[config.mk]
export PLATFORM = sky130hd
export DESIGN_NAME = hnm_query_reader
export DESIGN_NICKNAME = d
export VERILOG_FILES = /design/src/rtl/hnm_query_reader.sv
export SDC_FILE = /design/constraint.sdc
export NUM_CORES = 1
export LEC_CHECK = 0
export CORE_MARGIN = 10
export CORE_UTILIZATION = 35
export DETAILED_ROUTE_END_ITERATION = 12
export REMOVE_ABC_BUFFERS = 1
export SLEW_MARGIN = 15
export SYNTH_ARGS = -nofsm -noshare
export SYNTH_HDL_FRONTEND = slang
export SYNTH_SLANG_ARGS = --single-unit
[constraint.sdc]
create_clock -name clk -period 2.6 [get_ports clk]
set_input_delay 0.52 -clock clk [delete_from_list [all_inputs] [get_ports clk]]
set_output_delay 0.52 -clock clk [all_outputs]
set_load 0.02 [all_outputs]
[src/rtl/hnm_query_reader.sv]
// hnm_query_reader: answers SSID queries against the HNM hit map through BRAM port B.
// Each accepted query issues one row read and carries its column through a pipe that
// matches the BRAM latency. The column bit is then picked from the returned word and
// pushed with its SSID into a small in-order result FIFO.
// A credit count covers reads in flight plus queued results, so the FIFO never overflows.
// Optional build macro HNM_QUERY_STATS_EN adds saturating query/hit counters.
module hnm_query_reader #(
   parameter int SSIDBITS       = 12,
   parameter int COLINDEXBITS   = 5,
   parameter int NCOLS          = 32,
   parameter int ROWINDEXBITS   = SSIDBITS - COLINDEXBITS,
   parameter int BRAM_READDELAY = 2,
   parameter int OUTFIFO_DEPTH  = 4
) (
   input  logic                    clk,
   input  logic                    reset,
   input  logic                    hnm_ready,
   input  logic                    query_valid,
   input  logic [SSIDBITS-1:0]     query_ssid,
   output logic                    query_ready,
   output logic                    bram_rd,
   output logic [ROWINDEXBITS-1:0] bram_addr,
   input  logic [NCOLS-1:0]        bram_dout,
   output logic                    result_valid,
   output logic [SSIDBITS-1:0]     result_ssid,
   output logic                    result_hit,
   input  logic                    result_ready
`ifdef HNM_QUERY_STATS_EN
   ,
   output logic [15:0]             stat_queries,
   output logic [15:0]             stat_hits
`endif
);

   localparam int CREDITBITS = $clog2(OUTFIFO_DEPTH + 1);
   localparam int PTRBITS    = $clog2(OUTFIFO_DEPTH);
   localparam logic [CREDITBITS-1:0] CREDITMAX = CREDITBITS'(OUTFIFO_DEPTH);

   logic [CREDITBITS-1:0] creditCount;
   logic [CREDITBITS-1:0] fifoCount;
   logic [PTRBITS-1:0]    rdPtr;
   logic [PTRBITS-1:0]    wrPtr;
   logic                  accept;
   logic                  pop;
   logic                  push;
   logic                  pushHit;

   logic                  pipeValid [BRAM_READDELAY];
   logic [SSIDBITS-1:0]   pipeSsid  [BRAM_READDELAY];

   logic [SSIDBITS-1:0]   fifoSsid  [OUTFIFO_DEPTH];
   logic                  fifoHit   [OUTFIFO_DEPTH];

   assign query_ready  = !reset && hnm_ready && (creditCount < CREDITMAX);
   assign accept       = query_valid && query_ready;
   assign result_valid = (fifoCount != '0);
   assign pop          = result_valid && result_ready;
   assign push         = pipeValid[BRAM_READDELAY-1];
   assign pushHit      = bram_dout[pipeSsid[BRAM_READDELAY-1][COLINDEXBITS-1:0]];
   assign result_ssid  = result_valid ? fifoSsid[rdPtr] : '0;
   assign result_hit   = result_valid ? fifoHit[rdPtr] : 1'b0;

   // Credits track reads in flight plus queued results; accept adds one, pop frees one.
   always_ff @(posedge clk or posedge reset) begin
      if (reset) begin
         creditCount <= '0;
      end else begin
         case ({accept, pop})
            2'b10:   creditCount <= creditCount + CREDITBITS'(1);
            2'b01:   creditCount <= creditCount - CREDITBITS'(1);
            default: creditCount <= creditCount;
         endcase
      end
   end

   // Read issue: one-cycle read strobe per accept, row address holds between reads.
   always_ff @(posedge clk or posedge reset) begin
      if (reset) begin
         bram_rd   <= 1'b0;
         bram_addr <= '0;
      end else begin
         bram_rd <= accept;
         if (accept) begin
            bram_addr <= query_ssid[SSIDBITS-1:COLINDEXBITS];
         end
      end
   end

   // Shift pipe that delivers each SSID alongside its BRAM word.
   always_ff @(posedge clk or posedge reset) begin
      if (reset) begin
         for (int i = 0; i < BRAM_READDELAY; i++) begin
            pipeValid[i] <= 1'b0;
            pipeSsid[i]  <= '0;
         end
      end else begin
         pipeValid[0] <= accept;
         pipeSsid[0]  <= query_ssid;
         for (int i = 1; i < BRAM_READDELAY; i++) begin
            pipeValid[i] <= pipeValid[i-1];
            pipeSsid[i]  <= pipeSsid[i-1];
         end
      end
   end

   // Result FIFO storage; contents are don't-care until counted as occupied.
   always_ff @(posedge clk) begin
      if (push) begin
         fifoSsid[wrPtr] <= pipeSsid[BRAM_READDELAY-1];
         fifoHit[wrPtr]  <= pushHit;
      end
   end

   // Result FIFO pointers and occupancy; push and pop on the same edge leave occupancy unchanged.
   always_ff @(posedge clk or posedge reset) begin
      if (reset) begin
         wrPtr     <= '0;
         rdPtr     <= '0;
         fifoCount <= '0;
      end else begin
         if (push) begin
            wrPtr <= wrPtr + PTRBITS'(1);
         end
         if (pop) begin
            rdPtr <= rdPtr + PTRBITS'(1);
         end
         case ({push, pop})
            2'b10:   fifoCount <= fifoCount + CREDITBITS'(1);
            2'b01:   fifoCount <= fifoCount - CREDITBITS'(1);
            default: fifoCount <= fifoCount;
         endcase
      end
   end

`ifdef HNM_QUERY_STATS_EN
   // Saturating counters of accepted queries and of results that hit.
   always_ff @(posedge clk or posedge reset) begin
      if (reset) begin
         stat_queries <= '0;
         stat_hits    <= '0;
      end else begin
         if (accept && (stat_queries != 16'hFFFF)) begin
            stat_queries <= stat_queries + 16'd1;
         end
         if (push && pushHit && (stat_hits != 16'hFFFF)) begin
            stat_hits <= stat_hits + 16'd1;
         end
      end
   end
`endif

endmodule

[After elaboration in Yosys (flattened, before gate mapping)]
Memories as Yosys holds them, arrays and structs flattened.
Cells that the tools add are included.
Storage, ports and cells
  register bits after elaboration: 43
  bits in writable memories: 52
  bits of input ports: 49
  output and inout bits: 23
  word-level logic and storage cells: 39
  memories kept: 2
Memory list
  fifoSsid: depth 4, width 12, read ports 1, clocked after Yosys merged registers in 0, write ports 1, RTL line 51  | logic [SSIDBITS-1:0] fifoSsid [OUTFIFO_DEPTH];
  fifoHit: depth 4, width 1, read ports 1, clocked after Yosys merged registers in 0, write ports 1, RTL line 52  | logic fifoHit [OUTFIFO_DEPTH];
Cells by class
  $add $sub $neg: 6
  magnitude comparators: 2
  eq/ne operators: 4
  multiplexer cells: 8
  reduce and logical (&&, ||, !) cells: 8
Operator list (count)
  $mux W12: 1
  $pmux W3 S2: 2
  $add A3 B1 Y3 const B: 2
  $lt A5 B6 Y1 const B: 1
  $sub A3 B1 Y3 const B: 2
  $bmux W1 S5: 1
  $add A2 B1 Y2 const B: 2
  $eq A2 B1 Y1 const B: 2
  $eq A2 B2 Y1 const B: 2
  $logic_and A1 B1 Y1: 4
  $mux W1: 4
  $reduce_bool A2 Y1: 2
  $lt A3 B3 Y1 const B: 1
  $reduce_bool A3 Y1: 1
  $logic_not A1 Y1: 1

[Depth between registers and ports, before layout]
Gate-level depths: netlist of run 1.
  depth in word-level cells: 6
  mapped depth: 9
  mapped depth without buffers: 8

[Worst setup path after synthesis of run 1]
No wires, ideal clock.
  path type: input-to-reg
  start: input port reset
  end: register creditCount[2]
  setup time: 0.125 ns
  arrival: 2.403 ns
  required time: 2.475 ns
  setup slack: 0.072 ns
  cell stages on the path: 9
  buffers on the path: 1
  path through: nor3b_1 -> and2_1 -> buf_4 -> inv_1 -> ha_1 -> fa_1 -> xnor2_1 -> nor2_1 -> xor2_1
On the way
  word-level cells in the longest chain between the ends: 6
  elaborated cells between the ends (all ways): 8
  those cells by class: eq/ne (2); mux (1); reduce/logical (5)
Ends and longest elaborated chain
  from (decl): RTL line 16  | input logic reset,
  $logic_not A1 Y1 (no source line) (*)
  $logic_and A1 B1 Y1 (*) (2 in a row): RTL line 54  | assign query_ready = !reset && hnm_ready && (creditCount < CREDITMAX);
  $logic_and A1 B1 Y1 (*): RTL line 55  | assign accept = query_valid && query_ready;
  named net accept: RTL line 43  | logic accept;
  $eq A2 B1 Y1 / $eq A2 B2 Y1 (equally long branches): RTL line 68  | case ({accept, pop})
  $pmux W3 S2 / $reduce_bool A2 Y1 (equally long branches)
  to (signal assigned): RTL line 69  | 2'b10: creditCount <= creditCount + CREDITBITS'(1);
  to (signal assigned): RTL line 70  | 2'b01: creditCount <= creditCount - CREDITBITS'(1);
  to (signal assigned): RTL line 71  | default: creditCount <= creditCount;
  to (decl): RTL line 39  | logic [CREDITBITS-1:0] creditCount;
The timed path passes the listed nets; every way through them passes the cells marked *.
A chain may end at the register's enable or synchronous reset.

[Final worst setup path of run 1]
  start: register rdPtr[0]
  end: output port result_hit
On the way
  word-level cells in the longest chain between the ends: 2
Ends and longest elaborated chain
  from (decl): RTL line 41  | logic [PTRBITS-1:0] rdPtr;
  from (signal assigned): RTL line 125  | rdPtr <= rdPtr + PTRBITS'(1);
  $mem_v2 Z4 W1
  $mux W1: RTL line 61  | assign result_hit = result_valid ? fifoHit[rdPtr] : 1'b0;
  to (decl): RTL line 26  | output logic result_hit,
Every way passes these cells.

==> impl_metrics.tcl, run 1 <==
set metrics [dict create \
    slew_headroom 0.532 \
    crit_buf_inv 2 \
    antenna_found_initial 0 \
    place.port_buffers 71 \
    layout_worst_path_cycle_share 0.932 \
    crit_chain "buf_6 > mux4_2 > and2_1 > dlygate4sd2_1" \
    synth_seq_cells 95 \
    drc 0 \
    netlist.area_leader.share 0.414 \
    clock.fmax_ghz 0.413 \
    peakVddDrop_mv 0.508 \
    drt_iter0_markers 105 \
    drv_slew 0 \
    drive_above_1_share 0.156 \
    fin_nets 354 \
    hold_violations 0 \
    setup.worst_path.end_class "output port" \
    crit_arrival_ps 1900 \
    diodes 0 \
    grt_pass1_wl_um 11100 \
    drtAntennaViolNets 0 \
    synth_enable_flop_cells 52 \
    final_util 0.464 \
    cts_tree "yes" \
    status "completed" \
    core_area_um2 10400 \
    synth_common_cells "edfxtp_1 (52), dfrtp_1 (43), and2_1 (20), mux2i_1 (17), mux4_2 (13)" \
    rsz0062_at_grt "false" \
    htree_levels 3 \
    wl_um 6850 \
    die_h_um 124 \
    setup_viol 0 \
    yosysMostFrequentCell "edfxtp_1" \
    yosysSeqAreaShare 0.699 \
    synth.area.top_cells "edfxtp_1 (41%), dfrtp_1 (29%), mux4_2 (7.8%)" \
    cp-start-kind "flop" \
    max_stage_delay_ps 520 \
    vias_per_cell 4.42 \
    avgSynthCellArea_um2 17.6 \
    filler_cell_count 938 \
    skew_ps 9.28 \
    yosysTopAreaCell "edfxtp_1" \
    initial_core_util 0.362 \
    clk_pin_slew_ps 90 \
    grt_pass1_vias 2192 \
    cap_violations 0 \
    dr_total_vias 1937 \
    rows 37 \
    hp-class "reg -> reg" \
    ios 72 \
    cts_sinks 95 \
    async_reset_ff_frac 0.453 \
    syn_area_um2 3770 \
    grtUsageTotal 0.0944 \
    post-dp-hpwl_um 5010 \
    p_per_area_nw_per_um2 898 \
    synth.distinct_cells 31 \
    period_minus_slack_ps 2420 \
    criticalPathCategory "reg -> out" \
    grt_start_max_net_pins 24 \
    leakagePower_nw 1.87 \
    cp_top_family "multiplexers" \
    postCtsHoldBufs 0 \
    clkLatencyLatePin_ps 340 \
    cp_max_fo 9 \
    die_x_um 124 \
    critical_path_required_ps 2080 \
    area_growth_pct 28.0 \
    r2r_slack_ps 360 \
    tns_ps 0 \
    dieArea_um2 15300 \
    clockBufferDepth 2 \
    overflow 0 \
    cts_buffers 9 \
    tightest_slew_ps 703 \
    synth-main-ff-cell "edfxtp_1" \
    first_pass_iters 5 \
    gp_congestion 0.719 \
    wl_per_cell_um 15.6 \
    crit_path_top_delay_cell "mux4_2" \
    synth_warnings 0 \
    clockRootBuffer "clkbuf_8" \
    synthCells 214 \
]
==> per-layer routing <==
layer | track usage | part of all wire
met3 | 0.0317 | 0.045
met1 | 0.107 | 0.41
met5 | 0 | 0
met4 | 0.0262 | 0.0096
met2 | 0.166 | 0.53
==> worst reg2reg max path: cells and delay by family, from the launching register on <==
kind                       cells  cell delay, ps
and+or+nand+nor                3             840
adders and majority gates      2             630
xor gates and xnor gates       2             280
DFF                            1             420
==> registers in the layout (all words and copies together) (netlist names) <==
register and cells:
pipeSsid 24, bram_addr 7, fifoSsid 48, fifoCount 3
wrPtr 2, pipeValid 1, fifoHit 4, push 1
rdPtr 2, creditCount 3
==> cell usage in the layout, fill, tap and decap left out, drive strengths merged, types with 2 or more instances in the layout <==
cell / count
buf: 8
fa: 2
clkdlybuf4s50: 58
inv: 10
xnor2: 4
a22oi: 4
clkinv: 3
nand2: 8
mux4: 13
xor2: 5
a21oi: 3
dlygate4sd2: 13
clkbuf: 11
mux2i: 17
nand3: 2
ha: 6
edfxtp: 52
and2: 20
dfrtp: 43
nor2: 3
mux2: 8
==> cell families after synthesis <==
group / share of synthesized area
AND/OR/NAND/NOR: 0.0580
buffers and inverters: 0.0275
multiplexers: 0.147
XOR/XNOR: 0.0209
flip-flops: 0.699
adder cells (fa/ha/maj): 0.0305
AO/OA/AOI/OAI: 0.0179
==> report_power, final <==
part           internal (W)  total [W]  switching (W)
sequential          0.00179    0.00190       0.000116
clock              0.000437   0.000920       0.000482
combinational      0.000784    0.00152       0.000733
total               0.00301    0.00434        0.00133
==> metrics by stage <==
step	worst slack [ps]	power [W]	hold WS [ps]	std cells	area, um^2
global placement	135	0.00355	334	422	4640
finish	177	0.00434	355	438	4830
CTS	122	0.00442	356	438	4830
detailed placement	75.0	0.00358	335	422	4640
global route	61.9	0.00464	365	438	4830
floorplan	5.43	0.00287	331	207	3700
==> layout make-up <==
cell class	count	area (um^2)	share of cell area
multi-input cells	104	1040	0.215
repair buffers	79	758	0.157
clock inverters	5	36.3	0.00751
inverters	8	30.0	0.00621
flip-flops and latches	95	2640	0.546
well taps	136	170	0.0352
clock buffers	11	163	0.0337
==> path summary, 6_finish.rpt <==
kind / from / to / cells past startpoint
worst max register to register: fifoCount[0]$_DFFE_PP0P_ / creditCount[2]$_DFFE_PP0P_ / 7
worst min-delay path: pipeSsid[13]$_DFF_PP0_ / pipeSsid[1]$_DFF_PP0_ / 0
min in group asynchronous: reset / bram_addr[4]$_DFFE_PP0P_ / 2
worst min register to register: pipeSsid[13]$_DFF_PP0_ / pipeSsid[1]$_DFF_PP0_ / 0
worst max-delay path: rdPtr[0]$_DFFE_PP0P_ / result_hit / 4
max in group asynchronous: reset / bram_addr[2]$_DFFE_PP0P_ / 3
==> what timing repair did <==
action	4_1_cts	5_1_grt
buffers inserted	0	0
setup endpoints to repair	13	0
hold endpoints to repair	0	0
gates resized for setup	15	0
Power figures use the tool's default switching activity.
==> inputs of run 2 (changes only) <==
- ABC_AREA: unset -> 1
- clock period: 2.6 -> 2.2 ns (I/O delays scaled with it)
==> impl_metrics.tcl, run 2 <==
set metrics [dict create \
    layout_worst_path_cycle_share 0.945 \
    synth_warnings 0 \
    wl_um 8250 \
    first_pass_iters 4 \
    hp-class "reg -> reg" \
    critical_path_required_ps 1760 \
    clockRootBuffer "clkbuf_8" \
    timing.rr.end "fifoCount[2]$_DFFE_PP0P_" \
    overflow 0 \
    synth.area.top_cells "edfxtp_1 (40%), dfrtp_1 (28%), nand2_1 (6.6%)" \
    core_area_um2 10800 \
    synth.distinct_cells 24 \
    die_h_um 125 \
    ff2ff_path_depth 9 \
    diodes 0 \
    synth-main-ff-cell "edfxtp_1" \
    antenna_found_initial 0 \
    busiest_layer "met2" \
    synth_enable_flop_cells 52 \
    fin_nets 492 \
    worstSetupEndpoint "result_valid" \
    place.port_buffers 71 \
    r2r_slack_ps 170 \
    dr_total_vias 2597 \
    gr-usage-met2 0.189 \
    crit_start "fifoCount[0]$_DFFE_PP0P_" \
    drt_iter0_markers 153 \
    area_growth_pct 28.8 \
    yosysMostFrequentCell "nand2_1" \
    crit_arrival_ps 1640 \
    status "completed" \
    peakVddDrop_mv 0.552 \
    clk_pin_slew_ps 90 \
    grt_start_max_net_pins 44 \
    cts_buffers 9 \
    filler_cell_count 1028 \
    final_common_cell "nand2_1" \
    regMostFlops "fifoSsid" \
    r2r_start "fifoCount[0]$_DFFE_PP0P_" \
    met3_usage 0.0304 \
    htree_levels 3 \
    post-dp-hpwl_um 6060 \
    ff_latch_area_um2 2640 \
    netlist.area_leader.share 0.404 \
    yosysSeqAreaShare 0.682 \
    cp_max_fo 7 \
    clock.fmax_ghz 0.481 \
    cts_sinks 95 \
    cp-start-kind "flop" \
    synth_seq_cells 95 \
    slew_headroom 0.590 \
    dieArea_um2 15700 \
    p_per_area_nw_per_um2 1120 \
    whs_ps 350 \
    leakagePower_nw 2.05 \
    grt_pass1_vias 2772 \
    p_total_w 0.00556 \
    rsz0062_at_grt "false" \
    drive_above_1_share 0.150 \
    clkLatencyLatePin_ps 360 \
    vias_per_cell 4.48 \
    avgSynthCellArea_um2 11.2 \
    yosysTopAreaCell "edfxtp_1" \
    synth_common_cells "nand2_1 (68), nor2_1 (54), edfxtp_1 (52), dfrtp_1 (43), o21ai_0 (25)" \
    setup.worst_path.end_class "output port" \
    criticalPathCategory "reg -> out" \
    grtUsageMet1 0.124 \
    tightest_slew_ps 614 \
    final_util 0.459 \
    async_reset_ff_frac 0.453 \
    initial_core_util 0.357 \
    die_x_um 125 \
    period_minus_slack_ps 2080 \
    multi_input_area_um2 1050 \
    grtUsageTotal 0.109 \
    grt_pass1_wl_um 13800 \
    final_cell_mix "nand2_1 (68), clkdlybuf4s50_1 (56), nor2_1 (54), edfxtp_1 (52), dfrtp_1 (42)" \
    drc 0 \
    drtAntennaViolNets 0 \
    skew_ps 6.42 \
    cts_tree "yes" \
    hold_violations 0 \
    syn_area_um2 3870 \
    cap_violations 0 \
    synthCells 344 \
    postCtsHoldBufs 0 \
    rows 38 \
    setup_viol 0 \
    largest_reg_flops 48 \
    wl_per_cell_um 14.2 \
    clockBufferDepth 2 \
    gp_congestion 0.752 \
    drv_slew 0 \
    reg_top3 "fifoSsid: 48 flops, pipeSsid: 24 flops, bram_addr: 7 flops" \
    ios 72 \
]
## run 2: cell count changes after synthesis, sizes merged, moves of 7 or more
cell and delta:
and2 -20, nand2 +67, nor2 +51, o21ai +29
mux2i -17, mux4 -13, inv +12, nand3 +22
mux2 -7, a21oi +12
## run 2: worst min-delay path by stage
stage | slack, ps | start | cells past startpoint | endpoint
after floorplan | 330 | pipeSsid[12]$_DFF_PP0_ | 0 | pipeSsid[0]$_DFF_PP0_
after global placement | 330 | pipeSsid[20]$_DFF_PP0_ | 0 | pipeSsid[8]$_DFF_PP0_
after detailed placement | 330 | pipeSsid[20]$_DFF_PP0_ | 0 | pipeSsid[8]$_DFF_PP0_
after CTS | 360 | pipeSsid[20]$_DFF_PP0_ | 0 | pipeSsid[8]$_DFF_PP0_
after global routing | 370 | pipeSsid[16]$_DFF_PP0_ | 0 | pipeSsid[4]$_DFF_PP0_
final | 350 | pipeSsid[16]$_DFF_PP0_ | 0 | pipeSsid[4]$_DFF_PP0_
## run 2: area by class of cell
class | instances | area share
Multi-Input combinational cell | 215 | 0.212
Inverter | 21 | 0.0176
Clock inverter | 6 | 0.00879
Sequential cell | 95 | 0.530
Timing Repair Buffer | 93 | 0.171
Tap cell | 140 | 0.0352
Clock buffer | 10 | 0.0256
## run 2: kinds of logic (layout without fill, tap and decap cells)
group | count (synthesis) | in the layout | synth area share
compound gates | 45 | 45 | 0.0582
simple gates | 154 | 154 | 0.165
xor+xnor | 7 | 7 | 0.0159
fa+ha+maj | 8 | 8 | 0.0298
buf+inv | 34 | 130 | 0.0463
flops | 95 | 95 | 0.682
mux | 1 | 1 | 0.00291
## run 2: repair_timing
item | 4_1_cts | 5_1_grt
pin swaps | 1 | 3
setup buffers | 3 | 2
gates resized for setup | 34 | 21
setup endpoints to repair | 15 | 14
## run 2: layer usage
metal | part of all wire | up-vias
met5 | 0 | -
met4 | 0.014 | 0
met3 | 0.037 | 10
met2 | 0.51 | 43
met1 | 0.43 | 1226
li1 | - | 1318
## run 2: worst max-delay path: stages, from the launching register on
cell and delay [ps]:
dfrtp_1 440, nor3_4 200, buf_4 140, buf_4 140
inv_1 40, dlygate4sd2_1 310
## run 2: stage by stage
stage	TNS [ps]	std cells	area [um^2]	setup WS, ps
after detailed placement	-433	559	4820	-134
after floorplan	-3360	331	3770	-943
after CTS	0	578	5020	2.66
after global placement	-318	559	4820	-98.1
after global routing	0	580	4980	3.16
final	0	580	4980	122
## run 2: report_power, final
group / total, W / internal (W) / switching (W)
sequential: 0.00229 / 0.00211 / 0.000187
combinational: 0.00227 / 0.00101 / 0.00126
clock: 0.00100 / 0.000415 / 0.000585
total: 0.00556 / 0.00353 / 0.00203
==> inputs of run 3 (changes only) <==
- TNS_END_PERCENT: unset -> 20
==> impl_metrics.tcl, run 3 (synthesis gave the netlist of run 2 again) <==
set metrics [dict create \
    status "completed" \
    setup_viol 0 \
    vias_per_cell 4.48 \
    die_h_um 125 \
    grt_pass1_vias 2772 \
    drive_above_1_share 0.144 \
    first_pass_iters 4 \
    critical_path_required_ps 1760 \
    crit_arrival_ps 1730 \
    hold_violations 0 \
    layout_worst_path_cycle_share 0.987 \
    hp-class "reg -> reg" \
    grtUsageTotal 0.109 \
    crit_chain "clkinvlp_4 > buf_4 > nor2_1 > o21ai_0 > a21oi_1 > clkdlybuf4s15_2" \
    skew_ps 6.68 \
    slew_headroom 0.590 \
    largest_reg_flops 48 \
    clock.fmax_ghz 0.461 \
    grt_pass1_wl_um 13800 \
    cp_max_fo 9 \
    criticalPathCategory "reg -> out" \
    post-dp-hpwl_um 6060 \
    die_x_um 125 \
    setup_slack_ps 29.3 \
    cap_violations 0 \
    tightest_slew_ps 615 \
    stdcell_area_um2 4980 \
    grt_start_max_net_pins 44 \
    cts_buffers 9 \
    r2r_start "fifoCount[2]$_DFFE_PP0P_" \
    drc 0 \
    cts_tree "yes" \
    hold_depth 0 \
    crit_start "rdPtr[1]$_DFFE_PP0P_" \
    clkLatencyLatePin_ps 360 \
    drtAntennaViolNets 0 \
    swShare 0.365 \
    max_stage_delay_ps 430 \
    htree_levels 3 \
    clockBufferDepth 2 \
    fin_nets 490 \
    p_seq_frac 0.415 \
    clkPwrFrac 0.181 \
    ff2ff_path_depth 8 \
    reg_top3 "fifoSsid: 48 flops, pipeSsid: 24 flops, bram_addr: 7 flops" \
    area_growth_pct 28.7 \
    final_common_cell "nand2_1" \
    antenna_found_initial 0 \
    wl_per_cell_um 14.3 \
    place.port_buffers 71 \
    timing.rr.end "creditCount[2]$_DFFE_PP0P_" \
    r2r_slack_ps 170 \
    setup.worst_path.end_class "output port" \
    placed_area_um2 4820 \
    rows 38 \
    cp-start-kind "flop" \
    regMostFlops "fifoSsid" \
    leakagePower_nw 2.05 \
    preCtsSetupSlack_ps -134 \
    diodes 0 \
    gp_congestion 0.752 \
    dieArea_um2 15700 \
    peakVddDrop_mv 0.548 \
    p_per_area_nw_per_um2 1110 \
    core_area_um2 10800 \
    ios 72 \
    clockRootBuffer "clkbuf_8" \
    drv_slew 0 \
    wl_um 8250 \
    p_comb_frac 0.405 \
    period_minus_slack_ps 2170 \
    internal-power_w 0.00353 \
    cts_sinks 95 \
    clk_pin_slew_ps 90 \
    drt_iter0_markers 163 \
    p_sw_w 0.00202 \
    worstSetupEndpoint "result_ssid[4]" \
    rsz0062_at_grt "true" \
    overflow 0 \
    dr_total_vias 2592 \
    initial_core_util 0.357 \
    final_cell_mix "nand2_1 (68), clkdlybuf4s50_1 (56), nor2_1 (54), edfxtp_1 (52), dfrtp_1 (42)" \
    crit_path_top_delay_cell "dfrtp_1" \
]
-- run 3: critical path: cells and delay by family, from the launching register on --
| kind | cells | cell delay (ps) |
|---|---|---|
| AO/OA/AOI/OAI | 2 | 270 |
| buffers and inverters | 3 | 590 |
| flip-flops | 1 | 430 |
| AND/OR/NAND/NOR | 1 | 90 |
-- run 3: timing repair --
item	CTS	global route
setup buffers	3	0
setup endpoints to repair	15	14
hold buffers	0	0
resized for setup	34	18
hold endpoints to repair	0	0
pin swaps	1	0
-- run 3: stage by stage --
step                TNS, ps   util  hold WS (ps)  total power (W)  instances
detailed placement     -433  0.445           335          0.00472        559
CTS                       0  0.464           355          0.00570        578
floorplan             -3360      -           331          0.00351        331
global route           -234  0.459           366          0.00596        578
global placement       -318  0.445           334          0.00467        559
finish                    0  0.459           349          0.00555        578
-- run 3: worst min-delay path by stage --
stage | startpoint | end | slack (ps)
floorplan | pipeSsid[12]$_DFF_PP0_ | pipeSsid[0]$_DFF_PP0_ | 330
global placement | pipeSsid[20]$_DFF_PP0_ | pipeSsid[8]$_DFF_PP0_ | 330
detailed placement | pipeSsid[20]$_DFF_PP0_ | pipeSsid[8]$_DFF_PP0_ | 330
CTS | pipeSsid[20]$_DFF_PP0_ | pipeSsid[8]$_DFF_PP0_ | 360
global route | pipeSsid[16]$_DFF_PP0_ | pipeSsid[4]$_DFF_PP0_ | 370
finish | pipeSsid[16]$_DFF_PP0_ | pipeSsid[4]$_DFF_PP0_ | 350
-- run 3: power groups by stage --
stage	Combinational, W	Clock (W)	Sequential [W]
CTS	0.00235	0.00104	0.00231
detailed placement	0.00239	0	0.00233
global route	0.00252	0.00111	0.00234
floorplan	0.00109	0	0.00242
global placement	0.00235	0	0.00232
finish	0.00225	0.00100	0.00230
-- run 3: final cells by class --
| cell class | instances | area (um^2) |
|---|---|---|
| tap | 140 | 175 |
| clock inverter | 6 | 43.8 |
| sequential | 95 | 2640 |
| fill | 1024 | 5860 |
| inverter | 21 | 87.6 |
| clock buffer | 10 | 128 |
| multi-input combinational | 215 | 1050 |
| timing repair buffer | 91 | 851 |
-- run 3: layer usage --
| metal | vias up | part of all wire | track usage | wire length, um |
|---|---|---|---|---|
| met5 | - | 0 | 0 | 0 |
| met4 | 0 | 0.014 | 0.0413 | 119 |
| met3 | 10 | 0.035 | 0.0304 | 290 |
| met2 | 41 | 0.51 | 0.189 | 4250 |
| met1 | 1228 | 0.44 | 0.124 | 3590 |
| li1 | 1313 | - | - | - |
